[src/rtl/dmem_bridge.sv]
// MEM-stage data-memory bridge: turns one pipeline access into one req/ack bus transaction,
// with byte-lane steering, load extraction, stall generation and misalign/timeout reporting.
module dmem_bridge #(
    parameter int TIMEOUT = 16,
    parameter int CNT_W   = 8
) (
    input  logic        clk,
    input  logic        rst,
    input  logic        mreq,
    input  logic        write,
    input  logic [1:0]  byte_size,
    input  logic [31:0] addr,
    input  logic [31:0] wdata,
    output logic        stall,
    output logic [31:0] rdata,
    output logic        err,
    output logic        bus_req,
    output logic        bus_we,
    output logic [31:0] bus_addr,
    output logic [3:0]  bus_be,
    output logic [31:0] bus_wdata,
    input  logic        bus_ack,
    input  logic [31:0] bus_rdata
);

    typedef enum logic [1:0] {IDLE, REQ, DONE} state_t;

    localparam logic [CNT_W-1:0] LAST_COUNT = CNT_W'(TIMEOUT - 1);

    state_t            state;
    state_t            state_next;
    logic              is_byte;
    logic              is_half;
    logic              misaligned;
    logic              timed_out;
    logic              err_pending;
    logic [1:0]        lane;
    logic [1:0]        size;
    logic [CNT_W-1:0]  count;
    logic [3:0]        be_calc;
    logic [31:0]       wdata_calc;
    logic [31:0]       shifted;
    logic [31:0]       load_data;

    // Lane steering for the incoming request; size 2'b11 falls through to word.
    always_comb begin
        is_byte    = (byte_size == 2'b10);
        is_half    = (byte_size == 2'b01);
        be_calc    = 4'b1111;
        wdata_calc = wdata;
        misaligned = (addr[1:0] != 2'b00);
        if (is_byte) begin
            be_calc    = 4'b0001 << addr[1:0];
            wdata_calc = {4{wdata[7:0]}};
            misaligned = 1'b0;
        end else if (is_half) begin
            be_calc    = addr[1] ? 4'b1100 : 4'b0011;
            wdata_calc = {2{wdata[15:0]}};
            misaligned = addr[0];
        end
    end

    // Halves are always lane-aligned, so one shift by 8*lane serves bytes and halves.
    always_comb begin
        shifted   = bus_rdata >> {lane, 3'b000};
        load_data = bus_rdata;
        if (size == 2'b10)
            load_data = {24'h0, shifted[7:0]};
        else if (size == 2'b01)
            load_data = {16'h0, shifted[15:0]};
    end

    assign timed_out = (TIMEOUT != 0) && (count == LAST_COUNT) && !bus_ack;

    always_ff @(posedge clk or negedge rst) begin
        if (!rst)
            state <= IDLE;
        else
            state <= state_next;
    end

    always_comb begin
        state_next = state;
        case (state)
            IDLE: if (mreq) state_next = misaligned ? DONE : REQ;
            REQ:  if (bus_ack || timed_out) state_next = DONE;
            DONE: state_next = IDLE;
            default: state_next = IDLE;
        endcase
    end

    // Reset gates stall so the pipeline is released the instant reset lands mid-access.
    always_comb begin
        stall = rst && (((state == IDLE) && mreq) || (state == REQ));
        err   = (state == DONE) && err_pending;
    end

    always_ff @(posedge clk or negedge rst) begin
        if (!rst) begin
            bus_req     <= 1'b0;
            bus_we      <= 1'b0;
            bus_addr    <= 32'h0;
            bus_be      <= 4'h0;
            bus_wdata   <= 32'h0;
            rdata       <= 32'h0;
            err_pending <= 1'b0;
            lane        <= 2'b00;
            size        <= 2'b00;
            count       <= '0;
        end else begin
            case (state)
                IDLE: begin
                    if (mreq && misaligned) begin
                        err_pending <= 1'b1;
                        rdata       <= 32'h0;
                    end else if (mreq) begin
                        bus_req     <= 1'b1;
                        bus_we      <= write;
                        bus_addr    <= {addr[31:2], 2'b00};
                        bus_be      <= be_calc;
                        bus_wdata   <= wdata_calc;
                        lane        <= addr[1:0];
                        size        <= byte_size;
                        count       <= '0;
                        err_pending <= 1'b0;
                    end
                end
                REQ: begin
                    if (bus_ack) begin
                        bus_req <= 1'b0;
                        bus_we  <= 1'b0;
                        if (!bus_we)
                            rdata <= load_data;
                    end else if (timed_out) begin
                        bus_req     <= 1'b0;
                        bus_we      <= 1'b0;
                        err_pending <= 1'b1;
                        rdata       <= 32'h0;
                    end else begin
                        count <= count + CNT_W'(1);
                    end
                end
                default: ;
            endcase
        end
    end

endmodule

[config.mk]
export PLATFORM = sky130hd
export DESIGN_NAME = dmem_bridge
export DESIGN_NICKNAME = d
export VERILOG_FILES = /design/src/rtl/dmem_bridge.sv
export SDC_FILE = /design/constraint.sdc
export NUM_CORES = 1
export LEC_CHECK = 0
export BUFFER_PORTS_ARGS = -buffer_cell sky130_fd_sc_hd__buf_2
export CAP_MARGIN = 5
export CORE_MARGIN = 2
export CORE_UTILIZATION = 45
export DETAILED_ROUTE_END_ITERATION = 7
export PLACE_DENSITY_LB_ADDON = 0.05
export SLEW_MARGIN = 0
export SYNTH_ARGS = -nofsm -noshare
export SYNTH_HDL_FRONTEND = slang
export SYNTH_SLANG_ARGS = --single-unit
export TNS_END_PERCENT = 100
[constraint.sdc]
create_clock -name clk -period 2 [get_ports clk]
set_clock_uncertainty 0.15 [all_clocks]
set_input_delay 0.2 -clock clk [delete_from_list [all_inputs] [get_ports clk]]
set_output_delay 0.2 -clock clk [all_outputs]
set_load 0.02 [all_outputs]
==> results.ini <==
[cts]
cts_sinks = 115
cts_buffer_depth = 2
clock_latency_ps = 410
root_buffer = clkbuf_16
cts_inserted_buffers = 17
htree_levels = 4
clkTransAtPathRegs_ps = 50
tritoncts = done

[synth]
synth_mux_area_share_pct = 18.8
ys_ff_latch = 115
seq_area_frac_synth_pct = 50.7
synth-simple-area-share_pct = 9.88
synth_compound_area_share_pct = 13.4
ys_types = 54
syn_inst = 522
synth-xor-area-share_pct = 1.23
post_synth_fa_ha_maj_area_fraction_pct = 0.221
async_reset_ff_share_pct = 100
synth-edff-count = 0
avgSynthCellArea_um2 = 10.9
synth_top_family_by_area = multiplexers
synth_flop_cell = dfrtp_1
yosys_warnings = 0
netlist_area_um2 = 5670

[grt]
grt.overflow.total = 0
grt_max_degree = 116
antenna_found_initial = 0
track_usage_pct = 24.7
first_global_vias = 5336
grt_pass1_wl_mm = 25.6

[finish]
area_delta_synth_final_pct = 52.4
layout-drive-gt1-share_pct = 39.9
multi_input_area_um2 = 2570
n_antenna_cell = 0
final_core_util_pct = 69.4
fillers = 973
nets = 940
register_area_um2 = 2880
final_common_cell = buf_2
final_cell_mix = buf_2 (203), dfrtp_1 (115), dlygate4sd3_1 (81)

[detailed_routing]
drt-met1-wl_mm = 6.55
via_count = 5165
first_iter_violations = 241
routed-wl-met2_mm = 8.36
drc = 0
postRouteAntennaNets = 0
highest_layer = met4
wl_per_cell_um = 15.9
routed_wl_mm = 16.2
drt-pass1-iter-count = 4
viasPerCell = 5.06
route.met3.wl_um = 992

[floorplan]
ioPinCount = 207
die_h_um = 116
core_um2 = 12500
die_w_um = 116
rows = 41
dieArea_um2 = 13500
start_util_pct = 45.5

[setup_path]
critPathKind = reg2reg
arrival_ps = 2230
r2r_slack_ps = -50
cpPeakStageDelay_ps = 560
worstSetupStartpointType = flop
worst_r2r_startpoint = count[5]$_DFFE_PN0P_
r2r_cells = 5
cp_max_fo = 8
cp.required_ps = 2170
critical_path.top_delay_family = simple AND/OR/NAND/NOR gates
critPathLaunch = count[5]$_DFFE_PN0P_
crit_slowest_cell = or4_4
cp.buffers_inverters = 1
cp_cell_sequence = or4_4, o311ai_4, o21ai_4, buf_6, mux2i_1
endpoint_kind = flop
rr_endpoint = rdata[29]$_DFFE_PN0P_

[power_and_ir_drop]
pwr-share-seq_pct = 31.7
p_comb_share_pct = 42.9
p_clk_share_pct = 25.4
p_leak_nw = 4.28
powerDensity_nw_per_um2 = 1430
swShare_pct = 38.3
netSwitchingPower_w = 0.00474
irDropWorstVdd_mv = 0.765
p_int_w = 0.00764

[timing]
setup_ws_ps = -53.2
period_needed_ps = 2050
hold_viol_final = 1
setup_viol = 24
fmax_mhz = 487
fin_tns_setup_ps = -332
slew_violations = 0
fin_crit_sh_pct = 103
rsz0062_at_grt = yes
tightestPinTransition_ps = 647
whs_ps = -6.56
slew_headroom_pct = 56.7

[worst_hold_path]
min_to = bus_wdata[17]$_DFFE_PN0P_
holdPathStages = 3
hp-class = in2reg
hp-start = wdata[17]

[place]
place_hpwl_mm = 10.6
io_buffer_count = 204
place_ws_ps = -92.3
gp_congestion = 0.849

[run_status]
status = finished with violations
violations = negative hold slack, negative setup slack

[run]
drv_cap = 0

==> worst max-delay path by stage <==
stage / endpoint / slack, ps / depth (start not counted)
final: rdata[29]$_DFFE_PN0P_ / -50 / 5
after global routing: rdata[23]$_DFFE_PN0P_ / -110 / 5
after CTS: rdata[21]$_DFFE_PN0P_ / -20 / 5
after detailed placement: rdata[21]$_DFFE_PN0P_ / -90 / 5
after global placement: rdata[29]$_DFFE_PN0P_ / -60 / 5
after floorplan: rdata[10]$_DFFE_PN0P_ / -20 / 7
==> stage by stage <==
step / power (W) / hold WS, ps / cell area [um2] / instances
floorplan: 0.00712 / -246 / 5690 / 523
global placement: 0.00881 / 212 / 7130 / 905
detailed placement: 0.00895 / 218 / 7130 / 905
CTS: 0.0124 / 0.608 / 8620 / 1021
global route: 0.0131 / 21.7 / 8650 / 1021
finish: 0.0124 / -6.56 / 8650 / 1021
==> power groups by stage <==
stage          Combinational (W)  Sequential (W)  Clock, W
2_1_floorplan            0.00218         0.00494         0
5_1_grt                  0.00575         0.00405   0.00332
6_report                 0.00531         0.00393   0.00314
3_3_place_gp             0.00495         0.00386         0
4_1_cts                  0.00527         0.00391   0.00319
3_5_place_dp             0.00504         0.00392         0
==> kinds of logic (layout without fill, tap and decap cells) <==
kind of cell,count (synthesis),in the layout
xor gates and xnor gates,8,8
muxes,100,100
DFF,115,115
and+or+nand+nor,117,117
AOI/OAI and AO/OA,110,111
other,1,2
adders and majority gates,1,1
buffers and inverters,70,395
==> tightest hold or removal path, stage by stage <==
cell     delay (ps)
buf_2            80
mux2i_1          50
o21ai_0         180
==> registers in the layout, indices dropped and copies added, names as in the netlist <==
signal       flops
bus_wdata       32
bus_req          1
bus_addr        30
state            2
lane             2
bus_be           4
bus_we           1
err_pending      1
rdata           32
count            8
size             2
==> layer usage <==
metal  global-route usage (%)  vias to the layer above
met5                        0                        -
met4                     10.2                        0
met3                     8.61                       30
met2                     41.9                      169
met1                     28.6                     2493
li1                         -                     2473
==> synth_stat cells, types with 2 or more instances <==
master,count,area [um2]
a211oi_1,3,22.5
a21oi_1,3,15.0
a22o_1,8,70.1
a22oi_1,7,52.6
a2bb2oi_1,3,26.3
a31oi_1,6,37.5
and3_1,2,12.5
buf_1,3,11.3
buf_2,10,50.1
buf_4,3,22.5
buf_6,5,56.3
clkbuf_1,16,60.1
dfrtp_1,115,2880
inv_1,33,124
mux2_1,4,45.0
mux2_2,49,552
mux2i_1,47,470
nand2_1,56,210
nand2b_1,6,37.5
nand3_1,5,25.0
nor2_1,22,82.6
nor2b_1,6,37.5
nor3_1,4,20.0
nor3b_1,4,30.0
nor4_1,2,12.5
o2111ai_1,2,17.5
o21a_1,2,15.0
o21ai_0,39,195
o21ai_1,5,25.0
o221ai_1,8,70.1
o2bb2ai_1,13,114
or3_1,2,12.5
or3b_1,2,17.5
xnor2_1,5,43.8
xor2_1,3,26.3
==> what timing repair did <==
item | in CTS | in global routing
cloned | 1 | 0
hold buffers | 81 | 0
pin swaps | 8 | 0
endpoints found under the setup margin | 31 | 33
buffers inserted | 2 | 0
endpoints found under the hold margin | 195 | 0
resized for setup | 9 | 5
==> final cells by class <==
cell class	count	area share, %
Clock buffer	22	5.25
Multi-Input combinational cell	339	29.7
Sequential cell	115	33.3
Clock inverter	10	1.81
Timing Repair Buffer	330	26.1
Inverter	33	1.43
Tap cell	172	2.49
(Power assumes the default switching activity.)
